[src/rtl/mau_pkg.sv]
// Shared definitions for the memory access unit.
//   - request size encodings (SZ_BYTE / SZ_HALF / SZ_WORD / SZ_ILL)
//   - FSM state enum
//   - default memory geometry (MEM_BASE byte address, MEM_DEPTH words)
package mau_pkg;

  localparam logic [1:0] SZ_BYTE = 2'b00;
  localparam logic [1:0] SZ_HALF = 2'b01;
  localparam logic [1:0] SZ_WORD = 2'b10;
  localparam logic [1:0] SZ_ILL  = 2'b11;

  localparam int MEM_BASE  = 1024;
  localparam int MEM_DEPTH = 64;

  typedef enum logic [1:0] {
    ST_IDLE  = 2'd0,
    ST_READ  = 2'd1,
    ST_WRITE = 2'd2,
    ST_RESP  = 2'd3
  } state_t;

endpackage

[src/rtl/mem_access_unit_lane_align.sv]
// mau_lane_align: combinational little-endian lane handling.
//   Load side : pulls the byte/half lane out of a memory word and sign- or
//               zero-extends it; word size passes the word through.
//   Store side: replaces the addressed byte/half lane of the old word with the
//               low bits of the new data; word size passes the new data.
// Ports:
//   size        in  2   request size (SZ_*)
//   is_unsigned in  1   zero-extend loads when set
//   lane        in  2   byte offset within the word (addr[1:0])
//   old_word    in  32  word read from memory
//   new_data    in  32  store data (low bytes used for sub-word)
//   load_data   out 32  extended load result
//   merged      out 32  word to write back
module mau_lane_align
  import mau_pkg::*;
(
  input  logic [1:0]  size,
  input  logic        is_unsigned,
  input  logic [1:0]  lane,
  input  logic [31:0] old_word,
  input  logic [31:0] new_data,
  output logic [31:0] load_data,
  output logic [31:0] merged
);

  logic [4:0]  shamt;
  logic [31:0] shifted;
  logic [7:0]  byte_val;
  logic [15:0] half_val;

  always_comb begin
    shamt     = 5'd0;
    shifted   = 32'd0;
    byte_val  = 8'd0;
    half_val  = 16'd0;
    load_data = old_word;
    merged    = new_data;
    unique case (size)
      SZ_BYTE: begin
        shamt     = {lane, 3'b000};
        shifted   = old_word >> shamt;
        byte_val  = shifted[7:0];
        load_data = {{24{~is_unsigned & byte_val[7]}}, byte_val};
        merged    = (old_word & ~(32'h0000_00FF << shamt))
                  | ({24'd0, new_data[7:0]} << shamt);
      end
      SZ_HALF: begin
        // Half lane is selected by addr[1] only; addr[0] is already clear.
        shamt     = {lane[1], 4'b0000};
        shifted   = old_word >> shamt;
        half_val  = shifted[15:0];
        load_data = {{16{~is_unsigned & half_val[15]}}, half_val};
        merged    = (old_word & ~(32'h0000_FFFF << shamt))
                  | ({16'd0, new_data[15:0]} << shamt);
      end
      default: begin
        load_data = old_word;
        merged    = new_data;
      end
    endcase
  end

endmodule

[src/rtl/mem_access_unit.sv]
// mem_access_unit: load/store controller in front of a word-only data memory
// (combinational read, posedge write). Accepts byte/half/word requests,
// range- and alignment-checks them, performs read-modify-write for sub-word
// stores and sign/zero extension for loads.
//
// Optional feature macro: MAU_MISALIGN_TRAP_EN
//   defined   - misaligned half/word requests complete with resp_err=1
//   undefined - the low address bits are forced to alignment instead
//
// Handshake: a request is taken on a rising edge where req_valid && req_ready;
// req_ready is high only in IDLE outside reset. Every accepted request yields
// exactly one resp_valid pulse (with resp_err for rejected requests), unless
// rst aborts it first.
//
// Ports:
//   clk, rst                         clock, synchronous active-high reset
//   req_valid/req_ready              request handshake
//   req_write, req_size, req_unsigned, req_addr, req_wdata   request fields
//   resp_valid, resp_rdata, resp_err completion pulse and result
//   mem_read, mem_write, mem_address, mem_wdata, mem_rdata   memory side
module mem_access_unit
  import mau_pkg::*;
#(
  parameter int BASE_ADDR   = MEM_BASE,
  parameter int DEPTH_WORDS = MEM_DEPTH,
  parameter int DATA_W      = 32
) (
  input  logic              clk,
  input  logic              rst,
  input  logic              req_valid,
  output logic              req_ready,
  input  logic              req_write,
  input  logic [1:0]        req_size,
  input  logic              req_unsigned,
  input  logic [31:0]       req_addr,
  input  logic [DATA_W-1:0] req_wdata,
  output logic              resp_valid,
  output logic [DATA_W-1:0] resp_rdata,
  output logic              resp_err,
  output logic              mem_read,
  output logic              mem_write,
  output logic [31:0]       mem_address,
  output logic [DATA_W-1:0] mem_wdata,
  input  logic [DATA_W-1:0] mem_rdata
);

  localparam logic [31:0] ADDR_LO = 32'(BASE_ADDR);
  localparam logic [31:0] ADDR_HI = 32'(BASE_ADDR + 4 * DEPTH_WORDS - 1);

  state_t      state, next_state;
  logic [31:0] addr_q;
  logic [1:0]  size_q;
  logic [31:0] wdata_q;
  logic        write_q;
  logic        unsigned_q;
  logic        err_q;
  logic [31:0] word_q;

  logic        accept;
  logic        req_err;
  logic        in_range;
  logic [31:0] acc_addr;
  logic [31:0] load_data;
  logic [31:0] merged;

  assign accept   = req_valid && req_ready;
  assign in_range = (req_addr >= ADDR_LO) && (req_addr <= ADDR_HI);

  // Half clears addr[0], word clears addr[1:0]; harmless when trapping since
  // a misaligned request never reaches memory in that build.
  always_comb begin
    acc_addr = req_addr;
    if (req_size == SZ_HALF) acc_addr[0]   = 1'b0;
    if (req_size == SZ_WORD) acc_addr[1:0] = 2'b00;
  end

`ifdef MAU_MISALIGN_TRAP_EN
  logic misalign;
  assign misalign = ((req_size == SZ_HALF) && req_addr[0])
                 || ((req_size == SZ_WORD) && (req_addr[1:0] != 2'b00));
  assign req_err  = (req_size == SZ_ILL) || !in_range || misalign;
`else
  assign req_err  = (req_size == SZ_ILL) || !in_range;
`endif

  always_ff @(posedge clk) begin
    if (rst) begin
      state      <= ST_IDLE;
      addr_q     <= 32'd0;
      size_q     <= SZ_BYTE;
      wdata_q    <= 32'd0;
      write_q    <= 1'b0;
      unsigned_q <= 1'b0;
      err_q      <= 1'b0;
      word_q     <= 32'd0;
    end else begin
      state <= next_state;
      if (accept) begin
        addr_q     <= acc_addr;
        size_q     <= req_size;
        wdata_q    <= req_wdata;
        write_q    <= req_write;
        unsigned_q <= req_unsigned;
        err_q      <= req_err;
      end
      // Old word for sub-word stores, or the load result before extension.
      if (state == ST_READ) word_q <= mem_rdata;
    end
  end

  always_comb begin
    next_state = state;
    unique case (state)
      ST_IDLE: begin
        if (accept) begin
          if (req_err)                                 next_state = ST_RESP;
          else if (req_write && req_size == SZ_WORD)   next_state = ST_WRITE;
          else                                         next_state = ST_READ;
        end
      end
      ST_READ:  next_state = write_q ? ST_WRITE : ST_RESP;
      ST_WRITE: next_state = ST_RESP;
      ST_RESP:  next_state = ST_IDLE;
      default:  next_state = ST_IDLE;
    endcase
  end

  mau_lane_align u_lane_align (
    .size        (size_q),
    .is_unsigned (unsigned_q),
    .lane        (addr_q[1:0]),
    .old_word    (word_q),
    .new_data    (wdata_q),
    .load_data   (load_data),
    .merged      (merged)
  );

  assign req_ready   = (state == ST_IDLE) && !rst;
  assign mem_read    = (state == ST_READ) && !rst;
  assign mem_write   = (state == ST_WRITE) && !rst;
  assign mem_address = ((state == ST_READ) || (state == ST_WRITE))
                     ? {addr_q[31:2], 2'b00} : 32'd0;
  assign mem_wdata   = (state == ST_WRITE) ? merged : 32'd0;
  assign resp_valid  = (state == ST_RESP) && !rst;
  assign resp_err    = resp_valid && err_q;
  assign resp_rdata  = (resp_valid && !err_q && !write_q) ? load_data : 32'd0;

endmodule

[config.mk]
export PLATFORM = sky130hd
export DESIGN_NAME = mem_access_unit
export DESIGN_NICKNAME = d
export VERILOG_FILES = /design/src/rtl/mau_pkg.sv /design/src/rtl/mem_access_unit_lane_align.sv /design/src/rtl/mem_access_unit.sv
export SDC_FILE = /design/constraint.sdc
export NUM_CORES = 1
export LEC_CHECK = 0
export BUFFER_PORTS_ARGS = -buffer_cell sky130_fd_sc_hd__buf_4
export CORE_ASPECT_RATIO = 1.75
export CORE_MARGIN = 5
export CORE_UTILIZATION = 57
export CTS_BUF_LIST = sky130_fd_sc_hd__clkbuf_4 sky130_fd_sc_hd__clkbuf_8
export DETAILED_ROUTE_END_ITERATION = 8
export PLACE_DENSITY = 0.89
export SYNTH_ARGS = -nofsm -noshare
export SYNTH_HDL_FRONTEND = slang
export SYNTH_SLANG_ARGS = --single-unit
[constraint.sdc]
create_clock -name clk -period 4.2 [get_ports clk]
set_clock_uncertainty 0.15 [all_clocks]
set_input_delay 0.21 -clock clk [delete_from_list [all_inputs] [get_ports clk]]
set_output_delay 0.21 -clock clk [all_outputs]
set_load 0.1 [all_outputs]
==> metrics.txt, run 1 <==
status=finished clean; CTS tree=yes; Final Max Slew Viols=0; share of power burned in registers=32.7%; WHS Path Cells=4; Clock Power Share=15.1%; max_slew headroom=21.66%; worst path cell trace=inv_1, nor2_1, a21o_1, buf_4; TritonCTS Sinks=103; Vias/cell=6.004; P per Cell Area=525.4 mW/mm^2; gr usage total=37.58%; Mapped Area=0.006062 mm^2; hold crit path type=in -> reg; critical path's slowest cell=nor2_1; multi-input logic area=0.003656 mm^2; initial core utilization=58.51%; Die Height=146.4 um; sequential area share after synthesis=34.01%; Clock Latency Late Sink=0.39 ns; routed vias=6785; Post-DP HPWL=14760 um; NumNets Final=1105; Synth Warn #=0; leading area contributor after synthesis=dfxtp_1; maximum vdd drop=422.3 uV; area grow syn2layout=43.28%; post-CTS sizing=0; DRC Markers=0; Worst Hold Launch=req_valid; std cell rows=49; initial DRC count=638; ANT nets after route=0; Design Area, Final=0.008686 mm^2; Top Ports=204; FF-to-FF Start=state[1]; R2R Path End=wdata_q[3]; final hold violation count=0; RSZ-0062 raised after global routing=false; max cap viols=0; Startpoint Class=flop; LEAKAGE=3.756 nW; register bit total from synthesis=103; crit-path max FO=25; Req. time, crit path=3.84 ns; first-pass GRT wire length=37470 um; routed length per instance=21.58 um; P_sw=2.330 mW; total gr overflow=0; # H-tree levels=3; fill count=575; Hold Worst Slack=0.05810 ns; clock buffer count from CTS=9; Avg Cell Area, Syn=8.170 um^2; Combinational Power Share=52.3%; Die Width=87.96 um; DRT Pass-1 Iters=6; ratio of cells with drive above 1 in the final layout=26.65%; number of library cell types mapped by synthesis=50; clk slew on worst S/H paths=0.10 ns; highest clock rate=289.4 MHz; GPL Wtd Cong=0.8997; WHS Endpoint=addr_q[1]; Reg2Reg Depth=5; crit path kind=reg -> out; Synth Instances=742; top_reg_cell synth=dfxtp_1; Pint=2.234 mW; clk root buf=clkbuf_8; IO buf count=201; vias in the first global route=7186; Routed WL=24380 um; FFs w/ async S/R, synth=0%; largest net degree at the start of global routing=136; initial antenna violation count=1; top cell type's share of synthesized area=34.01%; crit end category=output port; final setup fails=0; top post-synthesis cells by area=dfxtp_1 (34%), mux2i_1 (7.9%), nand2b_1 (7.0%), o21ai_0 (6.5%), nand2_1 (6.5%); Register Area=0.002063 mm^2; Final min period=3.455 ns; Die ar.=0.01288 mm^2; Sw Ratio=51.05%; number of flops mapped to enable cells by yosys=0; core footprint=0.01036 mm^2; crit share post-route=82.26%; crit path DAT=3.10 ns; Area after DPL=0.007470 mm^2; actual slew at the worst max-slew pin=1.175 ns; CP peak stage delay=0.95 ns; CTS Buffer Depth=2; worst reg2reg setup slack=1.41 ns
[power groups by stage]
stage,logic [mW],registers (mW),clock network (mW)
global placement,2.19,1.47,0
floorplan,1.84,1.33,0
global route,2.52,1.50,0.718
CTS,2.32,1.47,0.679
detailed placement,2.24,1.48,0
finish,2.39,1.49,0.687
[flip-flops by register name, indices dropped and copies added, names as in the netlist]
signal	count
word_q	32
wdata_q	32
unsigned_q	1
size_q	2
state	2
err_q	1
write_q	1
addr_q	32
[routing by layer]
metal / track usage, % / vias up / wire, um
met5: 0 / - / 0
met4: 29.19 / 0 / 2134
met3: 7.779 / 152 / 1841
met2: 63.63 / 449 / 12360
met1: 38.97 / 3124 / 8040
li1: - / 3060 / -
[kinds of logic (layout without fill, tap and decap cells)]
family	count (synthesis)	after routing	synth area share [%]
buffers and inverters	76	335	5.820
other	1	3	0.06186
AO/OA/AOI/OAI	170	170	19.09
multiplexers	82	82	14.30
flip-flops	103	103	34.01
AND/OR/NAND/NOR	305	305	25.68
adder cells (fa/ha/maj)	5	5	1.032
[cell usage after synthesis, types with 3 or more instances]
cell type and count:
nand2_1 105, dfxtp_1 103, o21ai_0 79, nand2b_1 68
mux2i_1 48, nor2_1 42, clkbuf_1 34, nor2b_1 34
mux2_2 33, and2_1 32, buf_2 18, a21o_1 16
a222oi_1 16, inv_1 13, a211oi_1 8, a221oi_1 8
a21oi_1 7, nand3b_1 7, o22ai_1 7, a22o_1 6
buf_4 6, o21a_1 6, ha_1 5, nor4_1 5
a21boi_0 3, buf_6 3, o31ai_1 3
[worst max path at each step]
stage	start	end	slack, ns	depth (start not counted)
final	size_q[1]	resp_rdata[25]	0.74	4
after global routing	size_q[1]	resp_rdata[25]	0.61	4
after CTS	size_q[1]	resp_rdata[29]	0.84	4
after detailed placement	size_q[1]	resp_rdata[29]	1.25	4
after global placement	size_q[1]	resp_rdata[29]	1.32	4
after floorplan	state[0]	resp_rdata[14]	-0.32	5
[stage by stage]
step | instances | utilization [%] | worst slack [ns] | setup TNS, ns | power [mW]
6_report | 1130 | 83.83 | 0.7449 | 0 | 4.564
5_1_grt | 1130 | 83.83 | 0.6121 | 0 | 4.740
4_1_cts | 1129 | 83.81 | 0.8388 | 0 | 4.467
3_5_place_dp | 1013 | 72.09 | 1.246 | 0 | 3.725
3_3_place_gp | 1013 | 72.09 | 1.322 | 0 | 3.664
2_1_floorplan | 743 | - | -0.3204 | -3.426 | 3.172
[area by class of cell]
type                    instances  share of cell area, %
multi-input cells             564                  42.09
repair buffers                305                  29.24
flip-flops and latches        103                  23.75
well taps                     127                  1.829
clock buffers                   9                  1.426
clock inverters                 7                  1.023
inverters                      14                 0.6050
diodes                          1                0.02881
[cells in the final DEF (no fill, tap or decap), drive strengths merged, types with 32 or more instances in the layout]
cell type	n
buf	205
nand2	106
dfxtp	103
dlygate4sd3	100
o21ai	80
nand2b	68
mux2i	48
nor2	44
nor2b	35
mux2	34
and2	32
[timing repair]
action                     4_1_cts  5_1_grt
setup buffers                    0        0
hold buffers                   100        0
hold endpoints to repair       100        0
setup endpoints to repair        0        0
[critical path, delay by kind of cell, from the launching register on]
kind / cells / cell delay [ns]
AOI/OAI and AO/OA: 1 / 0.26
buffers and inverters: 2 / 0.58
and+or+nand+nor: 1 / 0.95
DFF: 1 / 0.91
Power figures use the tool's default switching activity.
==> run 2, diff against run 1 <==
--- a/config.mk
+++ b/config.mk
@@ -5,13 +5,14 @@
 export SDC_FILE = /design/constraint.sdc
 export NUM_CORES = 1
 export LEC_CHECK = 0
+export ABC_AREA = 1
 export BUFFER_PORTS_ARGS = -buffer_cell sky130_fd_sc_hd__buf_4
 export CORE_ASPECT_RATIO = 1.75
 export CORE_MARGIN = 5
-export CORE_UTILIZATION = 57
+export CORE_UTILIZATION = 47
 export CTS_BUF_LIST = sky130_fd_sc_hd__clkbuf_4 sky130_fd_sc_hd__clkbuf_8
 export DETAILED_ROUTE_END_ITERATION = 8
-export PLACE_DENSITY = 0.89
+export PLACE_DENSITY = 0.79
 export SYNTH_ARGS = -nofsm -noshare
 export SYNTH_HDL_FRONTEND = slang
 export SYNTH_SLANG_ARGS = --single-unit
==> constraint.sdc (replaced) <==
create_clock -name clk -period 2.85 [get_ports clk]
set_clock_uncertainty 0.15 [all_clocks]
set_input_delay 0.1425 -clock clk [delete_from_list [all_inputs] [get_ports clk]]
set_output_delay 0.1425 -clock clk [all_outputs]
set_load 0.1 [all_outputs]
==> run 2 against run 1 <==
Critical path depth grew 3. Largest cell class unchanged. First-iteration DRC count decreased by 0.16%. Critical path type unchanged. Combinational power up 60%. Highest routed layer unchanged. Via count rose by 6.1%. Global-route usage fell by 4.8 points. Largest power group unchanged.
==> metrics.txt, run 2 <==
Design Area, Final=0.008625 mm^2 (was 0.008686 mm^2); DRC Markers=0 (unchanged); vias in the first global route=7226 (was 7186); area grow syn2layout=50.50% (was 43.28%); gr usage total=32.82% (was 37.58%); maximum vdd drop=812.8 uV (was 422.3 uV); Top Ports=204 (unchanged); Setup TNS=0 ns (unchanged); list of most frequent post-synthesis cells=nand2_1 (235), dfxtp_1 (103), inv_1 (85) (was nand2_1 (105), dfxtp_1 (103), o21ai_0 (79)); Post-DP HPWL=16690 um (was 14760 um); CTS Buffer Depth=2 (unchanged); P per Cell Area=814.3 mW/mm^2 (was 525.4 mW/mm^2); first-pass GRT wire length=37340 um (was 37470 um); P_sw=3.770 mW (was 2.330 mW); Synth Instances=866 (was 742); Compound-Gate Fraction of Synth Area=25.24% (was 19.09%); CP peak stage delay=0.42 ns (was 0.95 ns); final hold violation count=0 (unchanged); crit path DAT=2.41 ns (was 3.10 ns); max cap viols=0 (unchanged); Die ar.=0.01459 mm^2 (was 0.01288 mm^2); setup bufs post-CTS=0 (unchanged); NumNets Final=1246 (was 1105); # H-tree levels=3 (unchanged); mux contribution to synthesized area=0% (was 14.30%); Clock Latency Late Sink=0.37 ns (was 0.39 ns); initial DRC count=637 (was 638); crit-path max FO=16 (was 25); crit share post-route=94.87%; Sw Ratio=53.68% (was 51.05%); crit end category=output port (unchanged); max_slew headroom=46.79% (was 21.66%); Avg Cell Area, Syn=6.617 um^2 (was 8.170 um^2); Post-Synth Adder-Cell Area=1.092% (was 1.032%); clk slew on worst S/H paths=0.09 ns (was 0.10 ns); Pint=3.253 mW (was 2.234 mW); Synth Warn #=0 (unchanged); number of flops mapped to enable cells by yosys=0 (unchanged); clock buffer count from CTS=9 (unchanged); commonest non-fill, non-tap cells in the layout=nand2_1 (234), buf_4 (221), dfxtp_1 (102) (was buf_4 (205), nand2_1 (105), dfxtp_1 (102)); clk root buf=clkbuf_8 (unchanged); CTS tree=yes (unchanged); Area after DPL=0.007401 mm^2 (was 0.007470 mm^2); std cell rows=53 (was 49); total gr overflow=0 (unchanged); largest family of logic cells by synthesized area=simple AND/OR/NAND/NOR gates (unchanged); Die Height=156.1 um (was 146.4 um); simple logic cell fraction of the synthesized area=26.48% (was 25.68%); core footprint=0.01200 mm^2 (was 0.01036 mm^2); RSZ-0062 raised after global routing=false (unchanged); initial core utilization=47.74% (was 58.51%); Ant. Diodes=0 (was 1); most common cell after layout, fill and taps aside=nand2_1 (was buf_4); Largest regs=addr_q x32, wdata_q x32, word_q x32 (unchanged); LEAKAGE=4.025 nW (was 3.756 nW); Final Max Slew Viols=0 (unchanged); number of library cell types mapped by synthesis=39 (was 50); status=finished clean (unchanged); final setup fails=0 (unchanged); FFs w/ async S/R, synth=0% (unchanged); Req. time, crit path=2.56 ns (was 3.84 ns); critical path's slowest cell=dfxtp_1 (was nor2_1); xor-xnor portion of the synthesized cell area=0% (unchanged); routed length per instance=18.44 um (was 21.58 um); top post-synthesis cells by area=dfxtp_1 (36%), nand2_1 (15%), o21ai_0 (7.1%), a21oi_1 (7.0%), nand3_1 (5.9%) (was dfxtp_1 (34%), mux2i_1 (7.9%), nand2b_1 (7.0%), o21ai_0 (6.5%), nand2_1 (6.5%)); sequential area share after synthesis=35.98% (was 34.01%); register bit total from synthesis=103 (unchanged); Startpoint Class=flop (unchanged); leading area contributor after synthesis=dfxtp_1 (unchanged); top_reg_cell synth=dfxtp_1 (unchanged); GPL Wtd Cong=0.9839 (was 0.8997); highest clock rate=369.9 MHz; worst path cell trace=nor2_2, buf_4, nand4_4, nand2_2, nand3_4, a21oi_1, buf_4 (was inv_1, nor2_1, a21o_1, buf_4); most numerous cell in the Yosys netlist=nand2_1 (unchanged); actual slew at the worst max-slew pin=0.7982 ns (was 1.175 ns); top cell type's share of synthesized area=35.98% (was 34.01%); Clock Power Share=14.5% (was 15.1%); crit-path leading delay family=simple AND/OR/NAND/NOR gates (unchanged); largest net degree at the start of global routing=84 (was 136); IO buf count=201 (unchanged); Combinational Power Share=54.3% (was 52.3%); Routed WL=24090 um (was 24380 um); ANT nets after route=0 (unchanged); share of power burned in registers=31.2% (was 32.7%); Die Width=93.47 um (was 87.96 um); crit path kind=reg -> out (unchanged); CP dominant cell by count=buf_4; Mapped Area=0.005730 mm^2 (was 0.006062 mm^2); ratio of cells with drive above 1 in the final layout=24.98% (was 26.65%); Final min period=2.704 ns; Crit path buffers/inverters=2 (unchanged); Vias/cell=5.513 (was 6.004); routed vias=7200 (was 6785); TritonCTS Sinks=103 (unchanged); initial antenna violation count=0 (was 1); hold crit path type=in -> reg (unchanged); DRT Pass-1 Iters=5 (was 6)
run 2: worst min-delay path, cell delays in order:
cell	delay, ns
buf_4	0.10
o21ai_0	0.13
a21oi_1	0.13
run 2: final cells by class:
class,count,area [um^2]
clock buffer,9,123.9
clock inverter,5,83.83
fill,961,3378
inverter,91,345.3
multi-input combinational,611,3132
sequential,103,2063
tap,165,206.4
timing repair buffer,322,2670
run 2: stage by stage:
stage	setup WS, ns	hold WS [ns]	power (mW)	util (%)	cells
global placement	0.4950	0.1867	5.811	61.66	1191
global route	0.006880	0.03003	7.370	71.85	1306
CTS	0.1007	0.002708	6.945	71.81	1306
finish	0.1462	0.02797	7.023	71.85	1306
floorplan	0.009325	0.07097	4.817	-	867
detailed placement	0.5142	0.1912	5.830	61.66	1191
run 2: kinds of logic after synthesis:
group,after synthesis
fa+ha+maj,5
flops,103
compound gates,250
other cells,1
buf+inv,153
simple gates,354
run 2: power by group through the flow:
stage | combinational [mW] | clock (mW) | sequential [mW]
finish | 3.82 | 1.02 | 2.19
global route | 4.08 | 1.08 | 2.21
CTS | 3.76 | 1.02 | 2.17
detailed placement | 3.63 | 0 | 2.20
global placement | 3.62 | 0 | 2.19
floorplan | 2.80 | 0 | 2.02
run 2: what timing repair did:
| item | 4_1_cts | 5_1_grt |
|---|---|---|
| hold buffers | 101 | 0 |
| setup endpoints to repair | 0 | 20 |
| gates resized for setup | 0 | 2 |
| hold endpoints to repair | 100 | 0 |
run 2: routing by layer:
metal	vias to the layer above	wire [um]	GRT usage, %	share of wire (%)
met5	-	0	0	0
met4	0	1971	24.53	8.2
met3	124	1614	5.792	6.7
met2	400	12140	56.45	50
met1	3250	8364	35.25	35
li1	3426	-	-	-
run 2: path summary, 6_finish.rpt:
kind,start,to,slack [ns],depth (start not counted)
min,req_size[0],size_q[0],0.03,3
min reg2reg,addr_q[24],addr_q[24],0.32,2
max reg2reg,state[0],addr_q[1],0.16,9
max,size_q[1],resp_rdata[19],0.15,7
